`src/rtl/jtvigil_palsched.sv`:
```
// Palette RAM slot scheduler: three colour reads per pixel plus one CPU slot,
// with every slot handed to the CPU while the sampled pixel is blanked.
module jtvigil_palsched #(
    parameter bit BLANK_CPU = 1'b1
) (
    input  logic        clk,
    input  logic        rst_n,
    input  logic        pxl_cen,
    input  logic        LHBL,
    input  logic        LVBL,
    input  logic        pxl_sel,
    input  logic [7:0]  pxl_base,
    input  logic        cpu_req,
    input  logic        cpu_rnw,
    input  logic [10:0] cpu_addr,
    input  logic [7:0]  cpu_dout,
    output logic [7:0]  cpu_din,
    output logic        cpu_ok,
    output logic [10:0] ram_addr,
    output logic [7:0]  ram_din,
    output logic        ram_we,
    input  logic [7:0]  ram_dout,
    output logic [4:0]  red,
    output logic [4:0]  green,
    output logic [4:0]  blue,
    output logic [1:0]  o_dbg_state
);

    // CPU handshake: cpu_req is a level held until cpu_ok; cpu_ok is a one-cycle
    // pulse in DONE, where cpu_din is valid for reads. DONE ignores cpu_req.
    typedef enum logic [1:0] {
        ST_IDLE  = 2'd0,
        ST_ISSUE = 2'd1,
        ST_DONE  = 2'd2
    } state_t;

    state_t      r_state;
    state_t      w_state_nxt;
    logic [2:0]  r_sub;
    logic [2:0]  w_sub_nxt;
    logic [8:0]  r_idx;
    logic [8:0]  w_idx_nxt;
    logic        r_blank;
    logic        w_blank_nxt;
    logic        w_fetch;
    logic        w_slot;
    logic        w_grant;
    logic [1:0]  w_chan;
    logic        r_fetch_cur;
    logic        r_fetch_prev;
    logic [4:0]  r_cap_r;
    logic [4:0]  r_cap_g;
    logic [4:0]  r_cap_b;
    logic        r_rnw;
    logic [7:0]  r_cpu_din;

    // Decisions look at the sub/pixel state of the next cycle so that the
    // registered RAM controls land exactly in the slot they belong to.
    always_comb begin
        w_sub_nxt   = pxl_cen ? 3'd1 : r_sub + 3'd1;
        w_idx_nxt   = pxl_cen ? {pxl_sel, pxl_base} : r_idx;
        w_blank_nxt = pxl_cen ? (!LHBL || !LVBL) : r_blank;
        w_fetch     = (!w_blank_nxt || !BLANK_CPU) && (w_sub_nxt >= 3'd1) && (w_sub_nxt <= 3'd3);
        w_chan      = w_sub_nxt[1:0] - 2'd1;
        w_slot      = !w_fetch && ((w_blank_nxt && BLANK_CPU) || (w_sub_nxt == 3'd5));
    end

    always_ff @(posedge clk or negedge rst_n) begin
        if (!rst_n) begin
            r_state <= ST_IDLE;
        end else begin
            r_state <= w_state_nxt;
        end
    end

    always_comb begin
        w_state_nxt = r_state;
        case (r_state)
            ST_IDLE:  if (cpu_req && w_slot) w_state_nxt = ST_ISSUE;
            ST_ISSUE: w_state_nxt = ST_DONE;
            default:  w_state_nxt = ST_IDLE;
        endcase
    end

    always_comb begin
        w_grant     = (r_state == ST_IDLE) && cpu_req && w_slot;
        cpu_ok      = (r_state == ST_DONE);
        cpu_din     = ((r_state == ST_DONE) && r_rnw) ? ram_dout : r_cpu_din;
        o_dbg_state = r_state;
    end

    always_ff @(posedge clk or negedge rst_n) begin
        if (!rst_n) begin
            r_sub        <= 3'd0;
            r_idx        <= 9'd0;
            r_blank      <= 1'b0;
            r_fetch_cur  <= 1'b0;
            r_fetch_prev <= 1'b0;
            r_cap_r      <= 5'd0;
            r_cap_g      <= 5'd0;
            r_cap_b      <= 5'd0;
            red          <= 5'd0;
            green        <= 5'd0;
            blue         <= 5'd0;
            ram_addr     <= 11'd0;
            ram_din      <= 8'd0;
            ram_we       <= 1'b0;
            r_rnw        <= 1'b0;
            r_cpu_din    <= 8'd0;
        end else begin
            r_sub        <= w_sub_nxt;
            r_idx        <= w_idx_nxt;
            r_blank      <= w_blank_nxt;
            r_fetch_cur  <= w_fetch;
            r_fetch_prev <= r_fetch_cur;
            if (pxl_cen) begin
                red   <= r_blank ? 5'd0 : r_cap_r;
                green <= r_blank ? 5'd0 : r_cap_g;
                blue  <= r_blank ? 5'd0 : r_cap_b;
            end
            // Capture only data that a fetch actually addressed; an aborted
            // fetch leaves the remaining channels stale.
            if (r_fetch_prev) begin
                case (r_sub)
                    3'd2:    r_cap_r <= ram_dout[4:0];
                    3'd3:    r_cap_g <= ram_dout[4:0];
                    3'd4:    r_cap_b <= ram_dout[4:0];
                    default: ;
                endcase
            end
            ram_we <= 1'b0;
            if (w_fetch) begin
                ram_addr <= {w_idx_nxt[8], w_chan, w_idx_nxt[7:0]};
            end else if (w_grant) begin
                ram_addr <= cpu_addr;
                ram_din  <= cpu_dout;
                ram_we   <= !cpu_rnw;
                r_rnw    <= cpu_rnw;
            end
            if ((r_state == ST_DONE) && r_rnw) r_cpu_din <= ram_dout;
        end
    end

endmodule

```
`config.mk`:
```
export PLATFORM = sky130hd
export DESIGN_NAME = jtvigil_palsched
export DESIGN_NICKNAME = d
export VERILOG_FILES = /design/src/rtl/jtvigil_palsched.sv
export SDC_FILE = /design/constraint.sdc
export NUM_CORES = 1
export LEC_CHECK = 0
export BUFFER_PORTS_ARGS = -buffer_cell sky130_fd_sc_hd__buf_4
export CORE_ASPECT_RATIO = 1.75
export CORE_MARGIN = 2
export CORE_UTILIZATION = 46
export DETAILED_ROUTE_END_ITERATION = 10
export PLACE_DENSITY = 0.82
export REMOVE_ABC_BUFFERS = 1
export SLEW_MARGIN = 30
export SYNTH_ARGS = -nofsm -noshare
export SYNTH_HDL_FRONTEND = slang
export SYNTH_SLANG_ARGS = --single-unit
```
`constraint.sdc`:
```
create_clock -name clk -period 2 [get_ports clk]
set_input_delay 0 -clock clk [delete_from_list [all_inputs] [get_ports clk]]
set_output_delay 0 -clock clk [all_outputs]
set_load 0.005 [all_outputs]
```
# [Word level (Yosys, flattened, before mapping)]
# Index checks and enable logic that the tools add are counted.
[classes] order_cmp=2 add_sub_neg=2 n_reduce_logical=20 n_eq_ne=7 muxes=13 bitwise=1
[op_table] op="11-bit 2-to-1 mux" count=2
[op_table] op="5-bit 2-to-1 mux" count=3
[op_table] op="9-bit 2-to-1 mux" count=1
[op_table] op="8-bit 2-to-1 mux" count=1
[op_table] op="2-bit AND reduction" count=4
[op_table] op="1-bit logical AND" count=7
[op_table] op="3-bit by 2-bit equality test with 1-bit output, second input constant" count=2
[op_table] op="3-bit equality test, second input constant" count=2
[op_table] op="1-bit zero test" count=5
[op_table] op="2-bit case mux with 2 select lines" count=1
[op_table] op="3-bit by 1-bit adder with 3-bit output, second input constant" count=1
[op_table] op="3-bit by 1-bit greater-or-equal comparator with 1-bit output, second input constant" count=1
[op_table] op="3-bit by 2-bit less-or-equal comparator with 1-bit output, second input constant" count=1
[op_table] op="1-bit 2-to-1 mux" count=3
[op_table] op="3-bit 2-to-1 mux" count=1
[op_table] op="2-bit by 1-bit equality test with 1-bit output, second input constant" count=1
[op_table] op="2-bit equality test, second input constant" count=1
[op_table] op="2-bit zero test" count=1
[op_table] op="1-bit logical OR" count=2
[op_table] op="2-bit 2-to-1 mux" count=1
[op_table] op="2-bit inequality test, second input constant" count=1
[op_table] op="2-bit nonzero test" count=1
[op_table] op="2-bit by 1-bit subtractor with 2-bit output, second input constant" count=1
[op_table] op="1-bit NOT" count=1
[totals] out_inout_bits=46 in_bits=43 reg_bits=76

# [Longest topological paths before layout]
# Gate-level depths: netlist of run 1.
[depth] word_depth=11 ltp_mapped=10 mapped_depth_nobuf=9

# [Worst setup path before layout of run 1]
# No wires, ideal clock.
[synth_path] path_type="reg2reg" start="register r_sub[0]" end="register ram_addr[0]" path_slack_ns=-0.131 path_stages_with_launch=11 t_arrival_ns=1.999 n_path_buf=1 synth_period_minus_slack_ns=2.131 setup_time_ns=0.132 path_cell_list="dfrtp_1 -> inv_1 -> ha_1 -> nand2b_1 -> inv_1 -> ha_1 -> or3b_1 -> a31oi_1 -> or2_1 -> buf_6 -> o221ai_2"
[synth_between] elab_chain_cells=9 elab_cells_between_ends=13
[synth_rtl] item="from (decl)" line="39" text="logic [2:0] r_sub;"
[synth_rtl] item="from (signal assigned)" line="111" text="r_sub <= w_sub_nxt;"
[synth_rtl] item="3-bit by 1-bit adder with 3-bit output *" line="60" text="w_sub_nxt = pxl_cen ? 3'd1 : r_sub + 3'd1;"
[synth_rtl] item="3-bit 2-to-1 mux *" line="60"
[synth_rtl] item="named net w_sub_nxt[1]" line="40" text="logic [2:0] w_sub_nxt;"
[synth_rtl] item="3-bit by 1-bit greater-or-equal comparator with 1-bit output" line="63" text="w_fetch = (!w_blank_nxt || !BLANK_CPU) && (w_sub_nxt >= 3'd1) && (w_sub_nxt <= 3'd3);"
[synth_rtl] item="1-bit logical AND (2 in series)" line="63"
[synth_rtl] item="1-bit zero test" line="65" text="w_slot = !w_fetch && ((w_blank_nxt && BLANK_CPU) || (w_sub_nxt == 3'd5));"
[synth_rtl] item="1-bit logical AND" line="65"
[synth_rtl] item="1-bit logical AND" line="86" text="w_grant = (r_state == ST_IDLE) && cpu_req && w_slot;"
[synth_rtl] item="2-bit nonzero test (no source line)"
[synth_rtl] item="to (signal assigned)" line="133" text="ram_addr <= {w_idx_nxt[8], w_chan, w_idx_nxt[7:0]};"
[synth_rtl] item="to (signal assigned)" line="135" text="ram_addr <= cpu_addr;"
[synth_rtl] item="to (decl)" line="19" text="output logic [10:0] ram_addr,"
# Mark *: on every way through the listed nets, which the timed path passes. The rest lies on a longest branch.
# A chain may end at the register's enable or synchronous reset.

# [Final worst setup path of run 1]
[layout_path] start="register r_sub[0]" end="register ram_addr[9]"
# Same word-level chain as after synthesis.

==> out/metrics.csv, run 1 <==
stage,metric,value,unit
grt,first-pass GRT wire length,12700,um
sta,Period minus WS final,2170,ps
routing,DR vias,2463,
floorplan,initial core utilization,47.5,%
job,Max Cap Viol,0,
grt,vias in the first global route,2689,
cells_and_area,Multi-input gate area,0.00111,mm^2
grt,GRT Util Overall,22.7,%
setup_path,crit path kind,reg2reg,
cells_and_area,share of layout cells above drive strength 1,44.1,%
routing,vias per cell,4.89,
cells_and_area,FF+latch area,0.00190,mm^2
grt,antenna violations before repair,0,
clock_tree,Root Buffer,clkbuf_16,
floorplan,Chip Width,66.1,um
sta,Achievable Freq,460,MHz
cells_and_area,filler instances,436,
placed_design,HPWL Detailed,4830,um
routing,DRT Wirelength,7960,um
power_and_ir_drop,P per Cell Area,1120,mW/mm^2
floorplan,Die H,113,um
sta,pins over their slew limit,0,
clock_tree,Worst-Skew Late Latency,330,ps
sta,Worst Skew,7.35,ps
routing,drt pass-1 iters,4,
clock_tree,clock-pin slew on the worst setup and hold paths,60,ps
clock_tree,H-tree depth,3,
setup_path,Worst EP arrival,2440,ps
clock_tree,CTS Buffer Depth,2,
synthesis,syn_area_per_cell,11.8,um^2
synthesis,register bit count reported by yosys,76,
setup_path,CP Max Fanout,6,
routing,# DRC,0,
sta,"Worst Setup Slack, final",-173,ps
cells_and_area,ANT cells,0,
setup_path,Setup crit start kind,flip-flop,
routing,post-detailed-route count of antenna-violating nets,0,
cells_and_area,fin nets,466,
outcome,violated checks,negative setup slack,
floorplan,Die ar.,0.00745,mm^2
synthesis,Synth Instances,264,
sta,Worst-Margin Slew,568,ps
cells_and_area,Area growth syn-to-layout,58.4,%
sta,Final Hold Vio Count,0,
placed_design,# port buffers,88,
clock_tree,CTS tree,yes,
setup_path,Setup crit end kind,flip-flop,
sta,ratio of final minimum period to clock period,109,%
synthesis,synth warn,0,
sta,# setup viols final,21,
routing,Wirelength per Cell,15.8,um
sta,worst rel slew slack,62.1,%
power_and_ir_drop,Lkg Pwr,2.42,nW
clock_tree,Num CTS Buffers,9,
synthesis,Mapped Area,0.00310,mm^2
synthesis,top-area cell type share of the netlist area,61.3,%
grt,gr ovfl total,0,
power_and_ir_drop,peak supply drop,0.000700,V
placed_design,Final GP Congestion,0.759,
sta,RSZ-0062 raised after global routing,yes,
synthesis,sequential area share after synthesis,61.3,%
sta,Fin Hold WS,39.6,ps
outcome,status,"finished, violations left",
synthesis,most area-consuming cells after synthesis,"dfrtp_1 (61%), mux2_2 (8.3%), nand2_1 (6.5%)",
hold_path,Hold WC Path Type,in2reg,
floorplan,CORE AREA,0.00654,mm^2
synthesis,leading area contributor after synthesis,dfrtp_1,
routing,initial DRC count,187,
power_and_ir_drop,Pwr Total,5.53,mW
setup_path,Worst Path Required,2260,ps
clock_tree,clock tree sinks,76,
grt,largest net degree at the start of global routing,45,
synthesis,Synth cell types,26,
floorplan,I/O Pins,89,
floorplan,Rows,39,
report_power, final:
group          internal, mW  switching, mW
Clock                  1.19          0.593
Combinational         0.916          0.608
Sequential             1.99          0.226
Total                  4.10           1.43
cells in the mapped netlist (all sizes together):
cell     n
dfrtp   76
nand2   54
inv     40
mux2    23
o21ai   15
o221ai  10
mux2i    9
buf      6
ha       6
nor2b    4
clkbuf   3
nand2b   3
nor2     3
nand3    2
or2      2
or3b     2
a21boi   1
a31oi    1
nor3b    1
o221a    1
o22ai    1
o311ai   1
metrics by stage:
stage | area (um^2) | worst slack (ps) | TNS [ps] | util [%] | std cells
2_1_floorplan | 3050 | -660 | -8140 | - | 255
3_5_place_dp | 3970 | -219 | -2570 | 60.8 | 439
5_1_grt | 4920 | -261 | -3730 | 75.2 | 504
3_3_place_gp | 3970 | -114 | -1230 | 60.8 | 439
4_1_cts | 4880 | -163 | -1430 | 74.6 | 505
6_report | 4920 | -173 | -1890 | 75.2 | 504
placed cells by master (no fill, tap or decap), types with 2 or more instances in the layout:
cell and count:
buf_4 102, dfrtp_1 76, nand2_1 49, dlygate4sd3_1 37, inv_1 35, mux2_2 23
o21ai_0 14, o221ai_2 10, mux2i_1 9, clkbuf_16 9, buf_6 6, inv_2 4
nor2b_1 4, nand2_2 4, buf_12 4, nor2_1 3, ha_4 3, clkbuf_8 3
nand2b_1 2, or3b_4 2, nand3_1 2, ha_2 2, clkinv_2 2, bufinv_16 2
state kept, by name, summed over array words and instances, names as in the netlist, 5 cells and up:
register   count
r_cap_g        5
r_cap_b        5
r_cap_r        5
green          5
r_cpu_din      8
ram_din        8
ram_addr      11
blue           5
r_idx          9
red            5
cell families after synthesis:
| group | after synthesis | synth area share, % |
|---|---|---|
| buffers and inverters | 49 | 6.45 |
| adders and majority gates | 6 | 2.42 |
| and+or+nand+nor | 71 | 9.83 |
| muxes | 32 | 11.2 |
| AOI/OAI and AO/OA | 30 | 8.79 |
| DFF | 76 | 61.3 |
worst max-delay path: stages, from the launching register on:
cell	delay (ps)
dfrtp_1	410
inv_2	100
ha_4	220
nand2b_4	90
inv_2	60
ha_2	180
or3b_4	390
a31oi_4	170
or2_4	190
buf_12	130
o221a_1	190
worst paths after layout:
kind,startpoint,end,slack (ps),cells after the start
max,r_sub[0],ram_addr[9],-170,10
min,cpu_addr[9],ram_addr[9],40,3
max reg2reg,r_sub[0],ram_addr[9],-170,10
min reg2reg,r_fetch_cur,r_fetch_prev,350,0
max in group asynchronous,rst_n,r_cap_b[1],1210,3
min in group asynchronous,rst_n,r_cap_r[4],210,2
final cells by class:
| type | count | area share, % |
|---|---|---|
| Clock inverter | 4 | 1.42 |
| Timing Repair Buffer | 151 | 26.8 |
| Inverter | 40 | 3.10 |
| Multi-Input combinational cell | 139 | 22.5 |
| Clock buffer | 12 | 5.42 |
| Sequential cell | 76 | 38.7 |
| Tap cell | 82 | 2.09 |
timing repair:
| action | in CTS | in global routing |
|---|---|---|
| endpoints found under the hold margin | 95 | 0 |
| setup buffers | 12 | 1 |
| pin swaps | 8 | 7 |
| cloned | 1 | 1 |
| hold buffers | 37 | 0 |
| endpoints found under the setup margin | 21 | 24 |
| resized for setup | 19 | 13 |
routing by layer:
| metal | wire length [um] | part of all wire, % | global-route usage (%) |
|---|---|---|---|
| met5 | 0 | 0 | 0 |
| met4 | 216 | 2.7 | 12.2 |
| met3 | 224 | 2.8 | 3.11 |
| met2 | 4610 | 58 | 40.8 |
| met1 | 2920 | 37 | 24.9 |
Note: power is estimated with default switching activity, not from simulation.
==> run 2, diff against run 1 <==
--- a/config.mk
+++ b/config.mk
@@ -6,13 +6,16 @@
 export NUM_CORES = 1
 export LEC_CHECK = 0
 export BUFFER_PORTS_ARGS = -buffer_cell sky130_fd_sc_hd__buf_4
+export CAP_MARGIN = 10
 export CORE_ASPECT_RATIO = 1.75
 export CORE_MARGIN = 2
 export CORE_UTILIZATION = 46
 export DETAILED_ROUTE_END_ITERATION = 10
+export GPL_TIMING_DRIVEN = 0
 export PLACE_DENSITY = 0.82
 export REMOVE_ABC_BUFFERS = 1
 export SLEW_MARGIN = 30
 export SYNTH_ARGS = -nofsm -noshare
 export SYNTH_HDL_FRONTEND = slang
 export SYNTH_SLANG_ARGS = --single-unit
+export TNS_END_PERCENT = 20
==> run 2 against run 1 <==
- the flow still finishes with violations (negative setup slack)
- critical endpoint unchanged
- cell area fell by 4.2%
- largest cell class unchanged
- largest power group unchanged
- fmax decreased by 0.33%
- critical path type unchanged
- clock power decreased by 18%
==> out/metrics.csv, run 2 (synthesis gave the netlist of run 1 again) <==
stage,metric,value,unit,change
power_and_ir_drop,peak supply drop,0.000722,V,+3.2%
sta,Final Hold Vio Count,0,,unchanged
grt,vias in the first global route,2630,,-2.2%
sta,Achievable Freq,459,MHz,-0.33%
clock_tree,Worst-Skew Late Latency,330,ps,about the same
cells_and_area,fin nets,453,,-2.8%
sta,worst rel slew slack,54.8,%,-7.4 points
sta,pins over their slew limit,0,,unchanged
floorplan,Chip Width,66.1,um,unchanged
sta,RSZ-0062 raised after global routing,yes,,
setup_path,Crit. Startpoint,r_sub[0],,
floorplan,CORE AREA,0.00654,mm^2,unchanged
hold_path,hold_sp,cpu_addr[9],,
clock_tree,H-tree depth,3,,unchanged
routing,initial DRC count,132,,-29%
setup_path,Worst Path Required,2260,ps,about the same
grt,gr ovfl total,0,,unchanged
cells_and_area,"commonest non-fill, non-tap cells in the layout","buf_4 (95), dfrtp_1 (76), nand2_1 (53)",,
routing,vias per cell,4.84,,-0.86%
clock_tree,clock tree sinks,76,,unchanged
routing,drt pass-1 iters,5,,+1
floorplan,I/O Pins,89,,unchanged
cells_and_area,share of layout cells above drive strength 1,40.7,%,-3.4 points
outcome,violated checks,negative setup slack,,
setup_path,crit path kind,reg2reg,,
power_and_ir_drop,sw frac,26.7,%,+0.91 points
power_and_ir_drop,switching power,1.37,mW,-3.9%
sta,Period minus WS final,2180,ps,+7.27 ps
sta,Worst-Margin Slew,678,ps,+110 ps
floorplan,initial core utilization,47.5,%,unchanged
outcome,status,"finished, violations left",,
placed_design,# port buffers,88,,unchanged
floorplan,Die H,113,um,unchanged
sta,# setup viols final,12,,-43%
floorplan,Die ar.,0.00745,mm^2,unchanged
cells_and_area,largest reg by FF count,ram_addr,,
hold_path,Hold WC Path Type,in2reg,,
setup_path,FF-to-FF Start,r_sub[0],,
sta,Worst Skew,5.23,ps,-2.12 ps
floorplan,Rows,39,,unchanged
power_and_ir_drop,P per Cell Area,1090,mW/mm^2,-3.1%
grt,largest net degree at the start of global routing,77,,+71%
power_and_ir_drop,Lkg Pwr,2.30,nW,-5.0%
clock_tree,CTS Buffer Depth,2,,unchanged
power_and_ir_drop,internal power,3.76,mW,-8.3%
placed_design,Final GP Congestion,0.740,,-2.5%
job,Max Cap Viol,0,,unchanged
clock_tree,Root Buffer,clkbuf_16,,
sta,ratio of final minimum period to clock period,109,%,+0.36 points
power_and_ir_drop,clock share of power,28.4,%,-3.9 points
grt,GRT Util Overall,21.7,%,-1.1 points
routing,# DRC,0,,unchanged
grt,first-pass GRT wire length,12100,um,-4.7%
clock_tree,clock-pin slew on the worst setup and hold paths,50,ps,about the same
setup_path,Setup crit end kind,flip-flop,,
cells_and_area,Area growth syn-to-layout,51.7,%,
cells_and_area,ANT cells,0,,unchanged
cells_and_area,max reg flops,11,,unchanged
placed_design,HPWL Detailed,4340,um,-10%
cells_and_area,Top Registers,"ram_addr (11), r_idx (9)",,
sta,Fin Hold WS,26.9,ps,-12.7 ps
grt,antenna violations before repair,0,,unchanged
cells_and_area,"most common cell after layout, fill and taps aside",buf_4,,
power_and_ir_drop,Logic pwr share,28.5,%,+0.9 points
setup_path,Setup crit start kind,flip-flop,,
setup_path,Worst EP arrival,2440,ps,about the same
routing,Wirelength per Cell,15.0,um,-5.2%
clock_tree,CTS tree,yes,,
routing,post-detailed-route count of antenna-violating nets,0,,unchanged
sta,"Worst Setup Slack, final",-180,ps,-7.27 ps
clock_tree,Num CTS Buffers,9,,unchanged
routing,DRT Wirelength,7330,um,-7.9%
power_and_ir_drop,Pwr Total,5.13,mW,-7.2%
routing,DR vias,2374,,-3.6%
setup_path,CP Max Fanout,6,,unchanged
power_and_ir_drop,Sequential Power Share,43.1,%,+2.9 points
run 2: changes by cell type in the layout (fill, tap and decap cells not counted), sizes merged:
| cell | before | now |
|---|---|---|
| or2 | 2 | 3 |
| clkbuf | 12 | 13 |
| bufinv | 2 | 0 |
| buf | 114 | 100 |
run 2: layout make-up:
type                    count  area, um^2
clock inverters             2        10.0
clock buffers              13         260
well taps                  82         103
repair buffers            137        1170
inverters                  40         158
multi-input cells         140        1100
flip-flops and latches     76        1900
fillers                   479        1830
run 2: critical path: stages, from the launching register on:
cell	delay, ps
dfrtp_1	400
inv_2	90
ha_4	210
nand2b_4	70
inv_2	40
ha_2	160
or3b_4	370
a31oi_4	240
buf_6	140
or2_4	180
o221a_1	200
run 2: power groups by stage:
stage / combinational (mW) / clock (mW) / sequential (mW)
after floorplan: 0.577 / 0 / 2.20
after global placement: 1.20 / 0 / 2.20
after detailed placement: 1.25 / 0 / 2.23
after CTS: 1.46 / 1.49 / 2.21
after global routing: 1.61 / 1.55 / 2.27
final: 1.46 / 1.46 / 2.21
run 2: layer usage:
| metal | routed length (um) | track usage, % |
|---|---|---|
| met5 | 0 | 0 |
| met4 | 216 | 11.3 |
| met2 | 4190 | 38.7 |
| met3 | 272 | 4.11 |
| met1 | 2660 | 23.3 |
run 2: final timing paths:
| check | slack (ps) | cells after the start | to |
|---|---|---|---|
| min in group asynchronous | 260 | 2 | green[4] |
| max in group asynchronous | 1270 | 2 | r_sub[0] |
| min | 30 | 3 | ram_addr[9] |
| max reg2reg | -180 | 10 | ram_addr[9] |
| min reg2reg | 350 | 0 | r_fetch_prev |
| max | -180 | 10 | ram_addr[9] |
run 2: what timing repair did:
action	CTS	global route
hold buffers	37	0
hold endpoints to repair	128	0
cloned	2	0
buffers inserted	10	1
pin swaps	8	6
endpoints found under the setup margin	23	22
gates resized for setup	23	1
run 2: stage by stage:
stage	setup WS (ps)	util, %	setup TNS [ps]	instances	area (um^2)
floorplan	-660	-	-8140	255	3050
global placement	-1230	58.4	-19310	425	3820
global route	-266	72.0	-3310	490	4710
CTS	-162	71.8	-1460	489	4690
finish	-180	72.0	-1710	490	4710
detailed placement	-996	58.4	-18210	425	3820
==> run 3, diff against run 2 <==
--- a/config.mk
+++ b/config.mk
@@ -5,14 +5,15 @@
 export SDC_FILE = /design/constraint.sdc
 export NUM_CORES = 1
 export LEC_CHECK = 0
+export ABC_AREA = 1
 export BUFFER_PORTS_ARGS = -buffer_cell sky130_fd_sc_hd__buf_4
 export CAP_MARGIN = 10
 export CORE_ASPECT_RATIO = 1.75
 export CORE_MARGIN = 2
-export CORE_UTILIZATION = 46
+export CORE_UTILIZATION = 47
 export DETAILED_ROUTE_END_ITERATION = 10
 export GPL_TIMING_DRIVEN = 0
-export PLACE_DENSITY = 0.82
+export PLACE_DENSITY_LB_ADDON = 0.2
 export REMOVE_ABC_BUFFERS = 1
 export SLEW_MARGIN = 30
 export SYNTH_ARGS = -nofsm -noshare
==> run 3 against run 2 <==
- synthesized cell count is 35% higher
- critical path depth is 2 higher
- the flow now finishes without violations
- first-iteration DRC count is 29% higher
- clock power is 19% higher
- global-route usage is 1.1 points lower
- non-clock buffer count is 16 lower
==> out/metrics.csv, run 3 <==
stage,metric,value,unit,change
outcome,status,completed,,
grt,antenna violations before repair,0,,unchanged
routing,drt pass-1 iters,4,,-1
cells_and_area,Final Util,68.5,%,-3.5 points
setup_path,"critical path, cell by cell",inv_1 -> ha_4 -> inv_2 -> nor2_4 -> inv_1 -> ha_2 -> nor2_2 -> nand3_2 -> nand4_1 -> buf_6 -> nand3_1 -> nand2_1,,
setup_path,Crit-path slowest cell,dfrtp_1,,
cells_and_area,FF+latch area,0.00190,mm^2,unchanged
setup_path,Worst EP arrival,2140,ps,-300 ps
synthesis,xor-xnor portion of the synthesized cell area,0,%,unchanged
sta,Period minus WS final,1870,ps,-307 ps
synthesis,largest family of logic cells by synthesized area,simple AND/OR/NAND/NOR gates,,
synthesis,sequential area share after synthesis,59.0,%,-2.3 points
synthesis,leading area contributor after synthesis,dfrtp_1,,
setup_path,Reg2Reg Setup Slack,130,ps,+310 ps
grt,first-pass GRT wire length,11600,um,-3.7%
cells_and_area,ANT cells,0,,unchanged
cells_and_area,Multi-input gate area,0.00112,mm^2,+1.7%
synthesis,Synth Instances,356,,+35%
grt,GRT Util Overall,20.5,%,-1.1 points
cells_and_area,Top Registers,"ram_addr (11), r_idx (9)",,
cells_and_area,max reg flops,11,,unchanged
floorplan,Chip Width,66.6,um,+0.77%
routing,initial DRC count,170,,+29%
cells_and_area,"commonest non-fill, non-tap cells in the layout","nand2_1 (99), buf_4 (92), dfrtp_1 (76)",,
synthesis,Synth cell types,22,,-15%
cells_and_area,fin nets,525,,+16%
sta,ratio of final minimum period to clock period,93.7,%,-15 points
routing,vias per cell,4.70,,-2.9%
clock_tree,CTS tree,yes,,
synthesis,Synth Area in Compound Gates,4.50,%,-4.3 points
clock_tree,Num CTS Buffers,9,,unchanged
setup_path,R2R Path End,ram_addr[8],,
synthesis,synth warn,0,,unchanged
synthesis,top-area cell type share of the netlist area,59.0,%,-2.3 points
routing,DRT Wirelength,7200,um,-1.9%
hold_path,Hold WC Path Type,in2reg,,
sta,Fin Hold WS,5.45,ps,-21.5 ps
synthesis,Mapped Area,0.00322,mm^2,+3.9%
floorplan,initial core utilization,47.7,%,+0.25 points
job,Max Cap Viol,0,,unchanged
synthesis,most area-consuming cells after synthesis,"dfrtp_1 (59%), nand2_1 (12%), inv_1 (5.7%)",,
grt,largest net degree at the start of global routing,77,,unchanged
setup_path,FF-to-FF Start,r_sub[1],,
sta,pins over their slew limit,0,,unchanged
sta,worst rel slew slack,54.8,%,about the same
synthesis,ys async rst share,100,%,unchanged
synthesis,ys flop type,dfrtp_1,,
synthesis,mux contribution to synthesized area,1.05,%,-10 points
setup_path,Worst Path Required,2270,ps,about the same
setup_path,Setup crit end kind,flip-flop,,
placed_design,# port buffers,88,,unchanged
sta,# setup viols final,0,,-12
synthesis,simple-gate share of the synthesized area,24.3,%,+14 points
setup_path,CP max stage delay,360,ps,-40 ps
grt,gr ovfl total,0,,unchanged
sta,Final Hold Vio Count,0,,unchanged
sta,Worst-Margin Slew,678,ps,-0.524 ps
placed_design,HPWL Detailed,4470,um,+3.0%
cells_and_area,filler instances,556,,+16%
routing,# DRC,0,,unchanged
sta,Achievable Freq,534,MHz,+16%
floorplan,Die H,114,um,+0.80%
cells_and_area,Final Non-Filler Cells,564,,+15%
setup_path,CP Max Fanout,7,,+1
placed_design,Cell Count Post-Placement,515,,+21%
clock_tree,Worst-Skew Late Latency,330,ps,about the same
setup_path,FF-to-FF path depth,12,,+2
setup_path,Setup crit start kind,flip-flop,,
synthesis,Post-synth EDFFs,0,,unchanged
cells_and_area,Area growth syn-to-layout,43.6,%,
clock_tree,clock tree sinks,76,,unchanged
clock_tree,CTS Buffer Depth,2,,unchanged
power_and_ir_drop,Lkg Pwr,2.49,nW,+8.0%
grt,vias in the first global route,2599,,-1.2%
synthesis,syn_area_per_cell,9.06,um^2,-23%
routing,DR vias,2653,,+12%
cells_and_area,share of layout cells above drive strength 1,27.7,%,-13 points
power_and_ir_drop,P per Cell Area,1110,mW/mm^2,+2.3%
floorplan,Rows,40,,+2.6%
floorplan,Die ar.,0.00756,mm^2,+1.6%
clock_tree,H-tree depth,3,,unchanged
setup_path,"Top cell by count, worst path",inv_1,,
synthesis,adder-cell share of the synthesized area,2.33,%,-0.090 points
synthesis,register bit count reported by yosys,76,,unchanged
routing,Wirelength per Cell,12.8,um,-15%
clock_tree,clock-pin slew on the worst setup and hold paths,50,ps,about the same
setup_path,Crit. Startpoint,r_sub[1],,
floorplan,I/O Pins,89,,unchanged
cells_and_area,"most common cell after layout, fill and taps aside",nand2_1,,
clock_tree,Root Buffer,clkbuf_16,,
floorplan,CORE AREA,0.00676,mm^2,+3.3%
synthesis,"count leader, synth",nand2_1,,
placed_design,Final GP Congestion,0.768,,+3.8%
sta,Worst Skew,3.83,ps,-1.40 ps
synthesis,leading cell types by count after synthesis,"nand2_1 (101), dfrtp_1 (76), inv_1 (49)",,
setup_path,crit path kind,reg2reg,,
setup_path,Setup crit end,ram_addr[8],,
routing,post-detailed-route count of antenna-violating nets,0,,unchanged
placed_design,Post-Place Worst Slack,-136,ps,+860 ps
cells_and_area,largest reg by FF count,ram_addr,,
power_and_ir_drop,peak supply drop,0.000640,V,-11%
sta,"Worst Setup Slack, final",127,ps,+307 ps
-- run 3: cell count changes after synthesis, moves of 9 or more --
cell and delta:
nand2_1 +47, mux2_2 -20, inv_1 +11, mux2i_1 -9
o221ai_2 -10, nor2_1 +26, o21ai_0 +15, nand3_1 +27
nor3_1 +12
-- run 3: timing repair --
action	CTS	global route
setup buffers	2	4
hold buffers	27	0
resized for setup	4	15
hold endpoints to repair	102	0
setup endpoints to repair	21	21
gates cloned	0	1
pin swaps	0	6
-- run 3: cell type report --
type	instances	area share (%)
flip-flops and latches	76	41.1
multi-input cells	218	24.2
repair buffers	121	21.2
clock buffers	11	5.46
inverters	50	4.16
well taps	84	2.27
clock inverters	4	1.57
-- run 3: routing by layer --
metal | wire, um | part of all wire (%) | up-vias | GRT usage [%]
met4 | 174 | 2.4 | 0 | 9.12
li1 | - | - | 1337 | -
met1 | 2740 | 38 | 1231 | 23.1
met2 | 3980 | 55 | 71 | 35.2
met3 | 300 | 4.2 | 14 | 5.92
met5 | 0 | 0 | - | 0
-- run 3: kinds of logic after synthesis --
group | after synthesis
muxes | 3
DFF | 76
and+or+nand+nor | 179
adders and majority gates | 6
buffers and inverters | 63
AOI/OAI and AO/OA | 29
-- run 3: metrics by stage --
| stage | TNS [ps] | total power [mW] | cell area [um^2] |
|---|---|---|---|
| 5_1_grt | -193 | 5.46 | 4630 |
| 2_1_floorplan | 0 | 2.68 | 3130 |
| 3_5_place_dp | -2120 | 3.33 | 3890 |
| 3_3_place_gp | -1040 | 3.29 | 3890 |
| 6_report | 0 | 5.16 | 4630 |
| 4_1_cts | 0 | 5.15 | 4520 |
-- run 3: worst min path at each step --
| stage | slack [ps] | from | end | cells past startpoint |
|---|---|---|---|---|
| final | 5 | pxl_base[4] | r_idx[4] | 5 |
| after global routing | 20 | ram_dout[0] | r_cap_g[0] | 3 |
| after CTS | 0.3 | pxl_base[4] | r_idx[4] | 5 |
| after detailed placement | 170 | cpu_rnw | ram_we | 2 |
| after global placement | 170 | cpu_rnw | ram_we | 2 |
| after floorplan | -300 | rst_n | blue[0] | 0 |
-- run 3: critical path, delay by kind of cell (launching register included) --
| kind | cells | cell delay [ps] |
|---|---|---|
| fa+ha+maj | 2 | 470 |
| buf+inv | 4 | 330 |
| flops | 1 | 360 |
| simple gates | 6 | 640 |
-- run 3: power breakdown --
group	switching [mW]	internal [mW]	total, mW
clock	0.588	1.15	1.74
combinational	0.588	0.655	1.24
sequential	0.214	1.96	2.18
